## src/rtl/frame_aligner.sv

```systemverilog
// Frame aligner: slides a 40-bit window across the deserialized stream until the
// header repeats at one bit offset, then holds that offset until headers stop.
module frame_aligner #(
    parameter logic [15:0] HEADER     = 16'h3C5C,
    parameter int          LOCK_COUNT = 4,
    parameter int          DWELL      = 64,
    parameter int          TIMEOUT    = 255
) (
    input  logic        clk,
    input  logic        reset,
    input  logic [39:0] dataIn,
    output logic [39:0] dataOut,
    output logic        dataValid,
    output logic        aligned,
    output logic [5:0]  bitOffset,
    output logic        headerFound,
    output logic [7:0]  lossCount
);

    typedef enum logic [1:0] {SEARCH, VERIFY, LOCKED} state_t;

    state_t      state_q, state_d;
    logic [39:0] prevWord_q;
    logic [39:0] dataOut_q;
    logic [5:0]  offset_q, offset_d, offsetNext;
    logic [7:0]  gap_q, gap_d;
    logic [7:0]  matchCnt_q, matchCnt_d;
    logic [7:0]  loss_q, loss_d;
    logic        valid_q, valid_d;
    logic        found_q;

    logic [79:0] stream;
    logic [6:0]  winTop;
    logic [39:0] window;
    logic        match;
    logic        dwellHit;
    logic        timeoutHit;

    // Offset 0 selects the previous word; each step moves one bit later in time.
    assign stream     = {prevWord_q, dataIn};
    assign winTop     = 7'd79 - {1'b0, offset_q};
    assign window     = stream[winTop -: 40];
    assign match      = (window[39:24] == HEADER);
    assign dwellHit   = (gap_q == 8'(DWELL - 1));
    assign timeoutHit = (gap_q == 8'(TIMEOUT - 1));
    assign offsetNext = (offset_q == 6'd39) ? 6'd0 : offset_q + 6'd1;

    always_comb begin
        state_d    = state_q;
        offset_d   = offset_q;
        matchCnt_d = matchCnt_q;
        loss_d     = loss_q;
        gap_d      = (gap_q == 8'hFF) ? gap_q : gap_q + 8'd1;
        if (match) begin
            gap_d = 8'd0;
        end

        // A match always wins over a gap limit reached in the same cycle.
        case (state_q)
            SEARCH: begin
                if (match) begin
                    state_d    = (LOCK_COUNT <= 1) ? LOCKED : VERIFY;
                    matchCnt_d = 8'd1;
                end else if (dwellHit) begin
                    offset_d = offsetNext;
                    gap_d    = 8'd0;
                end
            end
            VERIFY: begin
                if (match) begin
                    matchCnt_d = matchCnt_q + 8'd1;
                    if (matchCnt_q + 8'd1 >= 8'(LOCK_COUNT)) begin
                        state_d = LOCKED;
                    end
                end else if (dwellHit) begin
                    state_d    = SEARCH;
                    offset_d   = offsetNext;
                    gap_d      = 8'd0;
                    matchCnt_d = 8'd0;
                end
            end
            LOCKED: begin
                if (!match && timeoutHit) begin
                    state_d    = SEARCH;
                    offset_d   = offsetNext;
                    gap_d      = 8'd0;
                    matchCnt_d = 8'd0;
                    loss_d     = (loss_q == 8'hFF) ? loss_q : loss_q + 8'd1;
                end
            end
            default: begin
                state_d = SEARCH;
            end
        endcase

        // Only frames compared and kept inside LOCKED are flagged valid.
        valid_d = (state_q == LOCKED) && (state_d == LOCKED);
    end

    always_ff @(posedge clk) begin
        if (reset) begin
            state_q    <= SEARCH;
            offset_q   <= 6'd0;
            gap_q      <= 8'd0;
            matchCnt_q <= 8'd0;
            loss_q     <= 8'd0;
            prevWord_q <= 40'd0;
            dataOut_q  <= 40'd0;
            valid_q    <= 1'b0;
            found_q    <= 1'b0;
        end else begin
            state_q    <= state_d;
            offset_q   <= offset_d;
            gap_q      <= gap_d;
            matchCnt_q <= matchCnt_d;
            loss_q     <= loss_d;
            prevWord_q <= dataIn;
            dataOut_q  <= window;
            valid_q    <= valid_d;
            found_q    <= match;
        end
    end

    assign dataOut     = dataOut_q;
    assign dataValid   = valid_q;
    assign aligned     = (state_q == LOCKED);
    assign bitOffset   = offset_q;
    assign headerFound = found_q;
    assign lossCount   = loss_q;

endmodule

```

## config.mk

```make
export PLATFORM = sky130hd
export DESIGN_NAME = frame_aligner
export DESIGN_NICKNAME = d
export VERILOG_FILES = /design/src/rtl/frame_aligner.sv
export SDC_FILE = /design/constraint.sdc
export NUM_CORES = 1
export LEC_CHECK = 0
export ABC_CLOCK_PERIOD_IN_PS = 7200
export BUFFER_PORTS_ARGS = -buffer_cell sky130_fd_sc_hd__clkbuf_2
export CAP_MARGIN = 20
export CORE_ASPECT_RATIO = 1.4
export CORE_MARGIN = 5
export CORE_UTILIZATION = 35
export DETAILED_ROUTE_END_ITERATION = 16
export PLACE_DENSITY = 0.53
export SYNTH_ARGS = -nofsm -noshare
export SYNTH_HDL_FRONTEND = slang
export SYNTH_SLANG_ARGS = --single-unit
```

## constraint.sdc

```tcl
create_clock -name clk -period 7.2 [get_ports clk]
set_clock_uncertainty 0.1 [all_clocks]
set_input_delay 0.72 -clock clk [delete_from_list [all_inputs] [get_ports clk]]
set_output_delay 0.72 -clock clk [all_outputs]
set_load 0.01 [all_outputs]
```

# Yosys cells after proc, flatten, opt, wreduce, memory -nomap -nowiden
# Cells that the tools add are included.
[totals]
ff_bits = 114
input_bits = 42
output_inout_bits = 57
word_cells = 63
[classes]
addsub = 5
order_cmp = 1
n_eq_ne = 14
n_shift = 1
mux = 22
bitwise = 1
n_reduce_logical = 10
[ops]
columns = ["op", "count"]
rows = [
  ["indexed part select 119 x 8 -> 40 bit", 1],
  ["two-way mux 8 bit", 9],
  ["adder 8 x 1 -> 8 bit, second input constant", 3],
  ["equality test 8 bit, second input constant", 3],
  ["two-way mux 6 bit", 4],
  ["one-hot mux 8 bit (3 select lines)", 1],
  ["equality test 16 x 14 -> 1 bit, second input constant", 1],
  ["one-hot mux 8 bit (2 select lines)", 1],
  ["one-hot mux 6 bit (2 select lines)", 1],
  ["two-way mux 2 bit", 5],
  ["equality test 8 x 6 -> 1 bit, second input constant", 1],
  ["greater-or-equal comparator 8 x 3 -> 1 bit, second input constant", 1],
  ["AND reduction 4 bit", 2],
  ["subtractor 7 x 6 -> 7 bit, first input constant", 1],
  ["adder 6 x 1 -> 6 bit, second input constant", 1],
  ["equality test 6 bit, second input constant", 1],
  ["one-hot mux 2 bit (3 select lines)", 1],
  ["equality test 2 bit, second input constant", 2],
  ["!= test 2 x 1 -> 1 bit, second input constant", 2],
  ["!= test 2 bit, second input constant", 2],
  ["!= test 3 bit, second input constant", 1],
  ["AND reduction 3 bit", 1],
  ["nonzero test 3 bit", 1],
  ["equality test 2 x 1 -> 1 bit, second input constant", 1],
  ["other kinds (6)", 7],
]

# Longest topological paths before layout
# Gate-level depths: netlist of the first run.
[depth]
ltp_word = 9
ltp_mapped = 19
mapped_depth_nobuf = 12

# Least setup slack after synthesis of the first run
# OpenSTA, ideal clock, no wires.
[synth_timing]
kind = "register -> register"
startpoint = "register offset_q[4] (netlist: bitOffset[4])"
endpoint = "register offset_q[0] (netlist: bitOffset[0])"
setup_time_ns = 0.123
t_arrival_ns = 4.483
setup_slack_ns = 2.493
path_stages_with_launch = 18
path_buffers = 5
cell_sequence = "dfxtp_1 > clkinv_1 > buf_1 > clkbuf_1 > ha_1 > clkbuf_1 > nor3_1 > nand2_1 > o211ai_1 > nor4_1 > and3_1 > or4_1 > or3_1 > buf_2 > o21bai_1 > buf_2 > a21o_1 > mux2_1"
[synth_via]
elab_chain_len = 7
[synth_lines]
columns = ["item", "line_no", "source"]
rows = [
  ["start: declaration", "25", "logic [5:0] offset_q, offset_d, offsetNext;"],
  ["start signal: assignment", "113", "offset_q <= offset_d;"],
  ["subtractor 7 x 6 -> 7 bit", "41", "assign winTop = 7'd79 - {1'b0, offset_q};"],
  ["indexed part select 119 x 8 -> 40 bit", "42", "assign window = stream[winTop -: 40];"],
  ["equality test 16 x 14 -> 1 bit", "43", "assign match = (window[39:24] == HEADER);"],
  ["logical NOT 1 bit", "83", "if (!match && timeoutHit) begin"],
  ["logical AND 1 bit", "83", ""],
  ["!= test 2 x 1 -> 1 bit (no source line)", "-", ""],
  ["AND reduction 4 bit (no source line)", "-", ""],
]
# Several ways; a longest one is shown, not always the timed one. The select of a mux whose other input is x is not followed.
# A chain may end at the register's enable or synchronous reset.

# Worst setup path after layout of the first run
[layout_timing]
startpoint = "register offset_q[0] (netlist: bitOffset[0])"
endpoint = "register valid_q (netlist: dataValid)"
[layout_via]
elab_chain_len = 9
[layout_lines]
columns = ["item", "line_no", "source"]
rows = [
  ["subtractor 7 x 6 -> 7 bit *", "41", ""],
  ["indexed part select 119 x 8 -> 40 bit *", "42", ""],
  ["equality test 16 x 14 -> 1 bit *", "43", ""],
  ["logical NOT 1 bit", "83", ""],
  ["logical AND 1 bit", "83", ""],
  ["two-way mux 2 bit", "83", ""],
  ["one-hot mux 2 bit (3 select lines) *", "59", "case (state_q)"],
  ["equality test 2 bit *", "97", "valid_d = (state_q == LOCKED) && (state_d == LOCKED);"],
  ["logical AND 1 bit *", "97", ""],
  ["end signal: assignment", "119", "valid_q <= valid_d;"],
  ["end: declaration", "29", "logic valid_q, valid_d;"],
]
# Mark *: on every way between the ends. The rest lies on a longest branch, timed or not.

==> tab_implementation.tex, run 1 <==
\begin{tabular}{lr}
\hline
Metric & Value \\
\hline
\multicolumn{2}{l}{\textbf{Detailed routing}} \\
Per-cell via count in the routed design & 6.73 \\
Remaining routing DRC violations & 0 \\
Drt first pass iters & 8 \\
Total via count after detailed routing & 12,200 \\
Routed wire length & 54,600 microns \\
Number of routed nets with antenna violations & 0 \\
Iteration-0 DRC Markers & 1,644 \\
Wire length per cell & 30.1 microns \\
\multicolumn{2}{l}{\textbf{Layout}} \\
Share of post-route cells with drive strength above 1 & 23.8\% \\
Design Area, Final & 13,100 sq um \\
Signed area change from the synthesized netlist to the final layout & 11.1\% \\
Final standard cell utilization of the core & 39.3\% \\
Number of nets at the end of the flow & 1,412 \\
Number of filler instances in the final layout & 3,485 \\
Number of antenna cells inserted & 0 \\
\multicolumn{2}{l}{\textbf{Status}} \\
Run status & finished, final reports clean \\
\multicolumn{2}{l}{\textbf{Floorplan}} \\
Count of pins on the block boundary & 99 \\
Initial core utilization & 35.4\% \\
Die span in y & 227 microns \\
Number of standard-cell rows in the floorplan & 79 \\
Placeable Area & 33,200 sq um \\
Die area & 37,400 sq um \\
Horizontal die dimension & 165 microns \\
\multicolumn{2}{l}{\textbf{Place}} \\
Port Buffers & 98 \\
Final weighted congestion in routability-driven placement & 1.08 \\
DP Wirelength & 41,400 microns \\
Post-DP Area & 12,500 sq um \\
\multicolumn{2}{l}{\textbf{Clock tree}} \\
Setup bufs post-CTS & 0 \\
Clock root buffer & sky130\_fd\_sc\_hd\_\_clkbuf\_16 \\
TritonCTS clock tree & done \\
Worst-case clock buffer depth & 2 \\
Post-CTS Hold Fix Bufs & 0 \\
Count of clock tree sinks & 114 \\
Clock slew seen by the registers of the worst setup and hold paths & 0.07 ns \\
Worst-Skew Late Latency & 0.46 ns \\
Number of H-tree levels & 4 \\
Cts bufs inserted & 17 \\
Cts repair resizes & 0 \\
\multicolumn{2}{l}{\textbf{STA}} \\
Final Hold Slack & 0.401 ns \\
RSZ-0062 raised after global routing & no \\
Slew Viols, Final & 0 \\
Tightest Pin Transition & 1.30 ns \\
Headroom to the max-slew limit & 13.1\% \\
Final setup fails & 0 \\
Achievable clock frequency & 179 MHz \\
Share of the cycle needed by the critical path after routing & 77.4\% \\
Min Clock Period, post-route & 5.57 ns \\
Final-report hold violation count & 0 \\
Total negative setup slack & 0 ns \\
\multicolumn{2}{l}{\textbf{GRT}} \\
Wire length of the first global-routing pass & 78,800 microns \\
Initial antenna violation count & 0 \\
Maximum number of pins on one net before global-route repair & 95 \\
Vias in the first global route & 11,600 \\
GRT Resource Usage Total & 28.7\% \\
Overall overflow remaining after global route & 0 \\
\multicolumn{2}{l}{\textbf{Logic synthesis}} \\
Gate count after technology mapping & 1,323 \\
Syn nets & 1,377 \\
Most used DFF post-synth & sky130\_fd\_sc\_hd\_\_dfxtp\_1 \\
Post-Syn Area per Cell & 8.89 sq um \\
Portion of netlist area occupied by mux cells & 33.9\% \\
Adder-Cell Fraction of Synth Area & 1.28\% \\
Async set or reset register ratio after synthesis & 0\% \\
Dominant combinational cell family by area after synthesis & multiplexers \\
Seq cells post-synth & 114 \\
Count of flip-flops with a built-in enable after synthesis & 0 \\
Simple-gate portion of the synthesized area & 18.6\% \\
Synth Cell Area & 11,800 sq um \\
Cell type with the highest aggregate area in the netlist & sky130\_fd\_sc\_hd\_\_dfxtp\_1 \\
Post-synthesis xor/xnor area fraction & 0.596\% \\
Cells taking the most area after synthesis & sky130\_fd\_sc\_hd\_\_dfxtp\_1, sky130\_fd\_sc\_hd\_\_mux4\_2, sky130\_fd\_sc\_hd\_\_mux2i\_1, sky130\_fd\_sc\_hd\_\_mux2\_2, sky130\_fd\_sc\_hd\_\_nand2\_1 \\
Number of distinct library cells after synthesis & 88 \\
Area fraction in compound gates after synthesis & 20.3\% \\
Total of warnings raised by yosys & 0 \\
Area share of the largest cell type after synthesis & 19.4\% \\
Sequential-to-total area share from yosys stat & 19.4\% \\
\multicolumn{2}{l}{\textbf{Power and ir drop}} \\
Leakage power summed over all cells & 4.73 nW \\
Maximum VDD drop & 0.181 mV \\
Power density cells & 144 nW/um\^{}2 \\
Design Power & 1.89 mW \\
\multicolumn{2}{l}{\textbf{Setup path}} \\
Peak fanout along the critical path & 45 \\
Startpoint type of the worst setup path & flip-flop \\
Category of the worst setup path capture point & flip-flop \\
Critical path required time & 7.44 ns \\
Critical path start-end classification & flip-flop to flip-flop \\
Worst endpoint data arrival time & 5.82 ns \\
\multicolumn{2}{l}{\textbf{Run}} \\
\# Max-Cap Violations & 0 \\
\multicolumn{2}{l}{\textbf{Worst hold path}} \\
Worst hold path type & flip-flop to flip-flop \\
\hline
\end{tabular}
[final timing paths]
kind,from,endpoint,slack [ns],depth (start not counted)
min,lossCount[6],lossCount[6],0.40,2
max,bitOffset[0],dataValid,1.63,12
max reg2reg,bitOffset[0],dataValid,1.63,12
min reg2reg,lossCount[6],lossCount[6],0.40,2
[layout by cell type (no fill, tap or decap), drive strengths merged, types with 7 or more instances in the layout]
| cell | n |
|---|---|
| ha | 12 |
| nand4 | 12 |
| a21oi | 54 |
| o31ai | 10 |
| nor4 | 8 |
| dfxtp | 114 |
| inv | 29 |
| o32ai | 7 |
| o21ai | 56 |
| o21a | 7 |
| clkbuf | 115 |
| and2 | 14 |
| o22a | 7 |
| o22ai | 21 |
| mux4 | 91 |
| a211oi | 22 |
| o211ai | 23 |
| nand3 | 36 |
| mux2 | 53 |
| nand2b | 11 |
| o41ai | 8 |
| a22o | 8 |
| mux2i | 131 |
| a22oi | 14 |
| a31oi | 12 |
| nor2 | 103 |
| nor2b | 58 |
| or2 | 9 |
| buf | 31 |
| a221oi | 14 |
| and3 | 9 |
| nor3 | 23 |
| or4 | 7 |
| nand2 | 135 |
[cells by family (layout without fill, tap and decap cells)]
kind of cell | count (synthesis) | after routing
buffers and inverters | 138 | 186
DFF | 114 | 114
adders and majority gates | 12 | 12
and+or+nand+nor | 445 | 445
muxes | 275 | 275
AOI/OAI and AO/OA | 331 | 331
xor gates and xnor gates | 8 | 8
[cell usage after synthesis (22+ instances only)]
cell type                    n
sky130_fd_sc_hd__o21ai_0    55
sky130_fd_sc_hd__nor2_1    102
sky130_fd_sc_hd__nor2b_1    58
sky130_fd_sc_hd__nand3_1    36
sky130_fd_sc_hd__nor3_1     22
sky130_fd_sc_hd__buf_2      33
sky130_fd_sc_hd__o211ai_1   23
sky130_fd_sc_hd__nand2_1   135
sky130_fd_sc_hd__mux2i_1   131
sky130_fd_sc_hd__mux4_2     84
sky130_fd_sc_hd__clkbuf_1   52
sky130_fd_sc_hd__a21oi_1    54
sky130_fd_sc_hd__dfxtp_1   114
sky130_fd_sc_hd__mux2_2     49
[sequential cells by signal (all words and copies together) (netlist names)]
signal and count:
dataOut 40, prevWord_q 40, gap_q 8, lossCount 8, matchCnt_q 8, bitOffset 6
state_q 2, dataValid 1, headerFound 1
[routing by layer]
metal	routed length, microns	track usage (%)
met2	25300	46.3
met5	0	0
met1	20300	34.4
met4	4680	19.9
met3	4390	5.53
[power breakdown]
group,leakage (nW),internal [mW],switching [mW]
combinational,3.50,0.112,0.176
sequential,0.940,0.654,0.0320
clock,0.284,0.549,0.365
[critical path, cell delays in order, from the launching register on]
cell and delay (ns):
sky130_fd_sc_hd__dfxtp_2 0.31, sky130_fd_sc_hd__buf_4 0.31, sky130_fd_sc_hd__buf_4 0.55, sky130_fd_sc_hd__nor2_1 0.38, sky130_fd_sc_hd__a222oi_1 1.17, sky130_fd_sc_hd__mux4_2 0.45, sky130_fd_sc_hd__a2bb2oi_1 0.24, sky130_fd_sc_hd__o21ai_0 0.19
sky130_fd_sc_hd__nor2_1 0.17, sky130_fd_sc_hd__nand4_1 0.31, sky130_fd_sc_hd__nor2_1 0.72, sky130_fd_sc_hd__o21ai_0 0.26, sky130_fd_sc_hd__and4_1 0.26
[per-stage QoR]
stage | instances | worst slack (ns)
after floorplan | 1323 | 2.49
after global placement | 1784 | 1.92
after detailed placement | 1784 | 1.86
after CTS | 1816 | 1.84
after global routing | 1816 | 1.44
final | 1816 | 1.63
[layout make-up]
class | instances | area [sq um] | share of cell area, %
multi-input cells | 1071 | 8780 | 67.2
flip-flops and latches | 114 | 2290 | 17.6
repair buffers | 128 | 731 | 5.59
well taps | 445 | 557 | 4.26
clock buffers | 18 | 429 | 3.28
clock inverters | 14 | 181 | 1.39
inverters | 26 | 97.6 | 0.747
No activity file was read; power rests on OpenSTA's default activity.
==> run 2: changes to the inputs <==
ABC_AREA = 1   (was not set)
ABC_CLOCK_PERIOD_IN_PS = 4800   (was 7200)
PLACE_DENSITY = 0.56   (was 0.53)
clock period = 4.8 ns   (was 7.2 ns; I/O delays follow)
==> run 2 against run 1 <==
  * Largest cell class unchanged
  * Sequential share of layout area is 3.1 points higher
  * Cell count is 17% higher
  * Clock power up 60%
  * Highest routed layer unchanged
  * Largest power group unchanged
  * Critical path depth up 4
==> tab_implementation.tex, run 2 <==
\begin{tabular}{lr}
\hline
Metric & Value \\
\hline
\multicolumn{2}{l}{\textbf{Floorplan}} \\
Initial core utilization & 35.3\% (-0.072 points) \\
Die span in y & 207 microns (-8.6\%) \\
Die area & 31,300 sq um (-16\%) \\
Placeable Area & 27,600 sq um (-17\%) \\
Count of pins on the block boundary & 99 (unchanged) \\
Horizontal die dimension & 151 microns (-8.4\%) \\
Number of standard-cell rows in the floorplan & 72 (-8.9\%) \\
\multicolumn{2}{l}{\textbf{Setup path}} \\
Worst endpoint data arrival time & 4.09 ns (-1.73 ns) \\
Critical path required time & 4.98 ns (-2.46 ns) \\
Peak fanout along the critical path & 11 (-76\%) \\
Critical path's most frequent cell & sky130\_fd\_sc\_hd\_\_nand2\_1 \\
Buffering stage count on the worst path with inverters included & 4 (+2) \\
Crit-path cells & inv\_1, ha\_1, inv\_1, nor2\_1, buf\_4, nand3\_1, nand2\_1, o21ai\_1, nand2\_1, nand2\_1, nor2\_1, nand3\_1, nand3\_1, inv\_1, nand2\_1, a21oi\_1 \\
Startpoint type of the worst setup path & flip-flop \\
Largest stage delay, worst path & 0.74 ns (-0.43 ns) \\
Critical path start-end classification & flip-flop to flip-flop \\
Cell family with the largest share of critical-path delay & simple AND/OR/NAND/NOR gates \\
CP max stage cell & sky130\_fd\_sc\_hd\_\_nor2\_1 \\
Category of the worst setup path capture point & flip-flop \\
\multicolumn{2}{l}{\textbf{STA}} \\
Final-report hold violation count & 0 (unchanged) \\
RSZ-0062 raised after global routing & no \\
Min Clock Period, post-route & 3.91 ns (-1.66 ns) \\
Slew Viols, Final & 0 (unchanged) \\
Total negative setup slack & 0 ns (unchanged) \\
Final setup fails & 0 (unchanged) \\
Final Hold Slack & 0.159 ns (-0.242 ns) \\
Tightest Pin Transition & 1.08 ns (-0.229 ns) \\
Share of the cycle needed by the critical path after routing & 81.5\% (+4.2 points) \\
Achievable clock frequency & 255 MHz (+42\%) \\
Worst setup margin & 0.886 ns (-0.742 ns) \\
Headroom to the max-slew limit & 28.3\% (+15 points) \\
\multicolumn{2}{l}{\textbf{Layout}} \\
Post-route insts no fill & 2,129 (+17\%) \\
Number of antenna cells inserted & 0 (unchanged) \\
Number of nets at the end of the flow & 1,800 (+27\%) \\
Signed area change from the synthesized netlist to the final layout & 13.7\% \\
Most frequent cells in the layout & sky130\_fd\_sc\_hd\_\_nand3\_1, sky130\_fd\_sc\_hd\_\_nand2\_1, sky130\_fd\_sc\_hd\_\_inv\_1, sky130\_fd\_sc\_hd\_\_dfxtp\_1, sky130\_fd\_sc\_hd\_\_nor2\_1 \\
Share of post-route cells with drive strength above 1 & 10.5\% (-13 points) \\
Design Area, Final & 11,100 sq um (-15\%) \\
Final standard cell utilization of the core & 40.2\% (+0.81 points) \\
Most frequent standard cell in the layout excluding fill and tap cells & sky130\_fd\_sc\_hd\_\_nand3\_1 \\
\multicolumn{2}{l}{\textbf{Logic synthesis}} \\
Total of warnings raised by yosys & 0 (unchanged) \\
Cells taking the most area after synthesis & sky130\_fd\_sc\_hd\_\_nand3\_1, sky130\_fd\_sc\_hd\_\_dfxtp\_1, sky130\_fd\_sc\_hd\_\_nand2\_1, sky130\_fd\_sc\_hd\_\_inv\_1, sky130\_fd\_sc\_hd\_\_nor2\_1 \\
Commonest cells post-synth & sky130\_fd\_sc\_hd\_\_nand3\_1, sky130\_fd\_sc\_hd\_\_nand2\_1, sky130\_fd\_sc\_hd\_\_inv\_1 \\
Async set or reset register ratio after synthesis & 0\% (unchanged) \\
Count of flip-flops with a built-in enable after synthesis & 0 (unchanged) \\
Syn nets & 1,771 (+29\%) \\
Post-Syn Area per Cell & 5.67 sq um (-36\%) \\
Gate count after technology mapping & 1,717 (+30\%) \\
Number of distinct library cells after synthesis & 40 (-55\%) \\
Area share of the largest cell type after synthesis & 30.9\% (+11 points) \\
Most used DFF post-synth & sky130\_fd\_sc\_hd\_\_dfxtp\_1 \\
Seq cells post-synth & 114 (unchanged) \\
Synth Cell Area & 9740 sq um (-17\%) \\
Sequential-to-total area share from yosys stat & 23.4\% (+4.0 points) \\
Most frequent cell after synthesis & sky130\_fd\_sc\_hd\_\_nand3\_1 \\
Cell type with the highest aggregate area in the netlist & sky130\_fd\_sc\_hd\_\_nand3\_1 \\
\multicolumn{2}{l}{\textbf{Detailed routing}} \\
Drt first pass iters & 5 (-3) \\
Number of routed nets with antenna violations & 0 (unchanged) \\
Iteration-0 DRC Markers & 1,375 (-16\%) \\
Remaining routing DRC violations & 0 (unchanged) \\
Routed wire length & 45,000 microns (-18\%) \\
Wire length per cell & 21.2 microns (-30\%) \\
Total via count after detailed routing & 12,200 (-0.63\%) \\
Per-cell via count in the routed design & 5.71 (-15\%) \\
\multicolumn{2}{l}{\textbf{Power and ir drop}} \\
Design Power & 2.78 mW (+47\%) \\
Maximum VDD drop & 0.225 mV (+24\%) \\
Portion of total power attributed to combinational logic & 11.4\% (-3.9 points) \\
Internal Pwr Total & 2.02 mW (+54\%) \\
Switching power share of the total & 27.1\% (-3.3 points) \\
Share of total power in the clock network & 52.6\% (+4.2 points) \\
Power density cells & 251 nW/um\^{}2 (+74\%) \\
Leakage power summed over all cells & 5.30 nW (+12\%) \\
Portion of total power attributed to sequential cells & 36.0\% (-0.3 points) \\
NetSw & 0.753 mW (+31\%) \\
\multicolumn{2}{l}{\textbf{Run}} \\
\# Max-Cap Violations & 0 (unchanged) \\
\multicolumn{2}{l}{\textbf{Clock tree}} \\
Cts repair resizes & 0 (unchanged) \\
Worst-case clock buffer depth & 2 (unchanged) \\
Cts bufs inserted & 17 (unchanged) \\
Setup bufs post-CTS & 0 (unchanged) \\
Count of clock tree sinks & 114 (unchanged) \\
Clock slew seen by the registers of the worst setup and hold paths & 0.06 ns (about the same) \\
TritonCTS clock tree & done \\
Number of H-tree levels & 4 (unchanged) \\
Post-CTS Hold Fix Bufs & 0 (unchanged) \\
Clock root buffer & sky130\_fd\_sc\_hd\_\_clkbuf\_16 \\
Worst-Skew Late Latency & 0.44 ns (-0.02 ns) \\
\multicolumn{2}{l}{\textbf{GRT}} \\
Wire length of the first global-routing pass & 68,000 microns (-14\%) \\
GRT Resource Usage Total & 28.4\% (-0.31 points) \\
Maximum number of pins on one net before global-route repair & 96 (+1.1\%) \\
Vias in the first global route & 11,300 (-2.5\%) \\
Overall overflow remaining after global route & 0 (unchanged) \\
Initial antenna violation count & 0 (unchanged) \\
\multicolumn{2}{l}{\textbf{Place}} \\
DP Wirelength & 34,500 microns (-17\%) \\
Final weighted congestion in routability-driven placement & 1.04 (-3.0\%) \\
Port Buffers & 98 (unchanged) \\
Post-DP Area & 10,400 sq um (-16\%) \\
Placed instance count & 2,097 (+18\%) \\
Worst slack, placed & 0.895 ns (-0.966 ns) \\
\multicolumn{2}{l}{\textbf{Status}} \\
Run status & finished, final reports clean \\
\multicolumn{2}{l}{\textbf{Worst hold path}} \\
Worst hold path type & input pin to flip-flop \\
\hline
\end{tabular}
## run 2: cell count changes in the layout (fill, tap and decap cells not counted), sizes merged, moves of 53 or more
cell / delta
mux4: -91
nand3: +568
mux2: -53
mux2i: -131
inv: +106
nand2: +310
nor2b: -58
## run 2: cells by family (layout without fill, tap and decap cells)
group / count (synthesis) / in the layout / share of synthesized area, %
xor gates and xnor gates: 15 / 15 / 1.35
adders and majority gates: 12 / 12 / 1.54
buffers and inverters: 248 / 290 / 10.8
DFF: 114 / 114 / 23.4
and+or+nand+nor: 1206 / 1206 / 55.6
AOI/OAI and AO/OA: 122 / 122 / 7.29
## run 2: worst paths after layout
| kind | startpoint | to | slack, ns | cells after the start |
|---|---|---|---|---|
| worst max-delay path | bitOffset[5] | lossCount[3] | 0.89 | 16 |
| worst min-delay path | dataIn[5] | prevWord_q[5] | 0.16 | 3 |
| worst max register to register | bitOffset[5] | lossCount[3] | 0.89 | 16 |
| worst min register to register | lossCount[5] | lossCount[5] | 0.38 | 2 |
## run 2: metal layers
| metal | GRT usage, % | share of wire, % | vias up |
|---|---|---|---|
| met5 | 0 | 0 | - |
| met4 | 15.8 | 6.1 | 0 |
| met3 | 4.30 | 6.1 | 114 |
| met2 | 47.7 | 49 | 497 |
| met1 | 34.3 | 39 | 5696 |
| li1 | - | - | 5846 |
## run 2: worst min-delay path: stages
cell	delay [ns]
sky130_fd_sc_hd__clkbuf_2	0.10
sky130_fd_sc_hd__inv_1	0.05
sky130_fd_sc_hd__nor2_1	0.03
## run 2: power by group through the flow
stage	clock (mW)	combinational (mW)	sequential (mW)
2_1_floorplan	0	0.177	1.02
3_3_place_gp	0	0.315	1.02
3_5_place_dp	0	0.314	1.02
4_1_cts	1.48	0.316	1.00
5_1_grt	1.52	0.350	1.00
6_report	1.46	0.317	1.00
## run 2: cell type report
| type | instances | area [sq um] |
|---|---|---|
| tap | 370 | 463 |
| fill | 3105 | 16500 |
| sequential | 114 | 2290 |
| clock buffer | 19 | 453 |
| timing repair buffer | 123 | 741 |
| inverter | 135 | 508 |
| multi-input combinational | 1355 | 6410 |
| clock inverter | 13 | 206 |
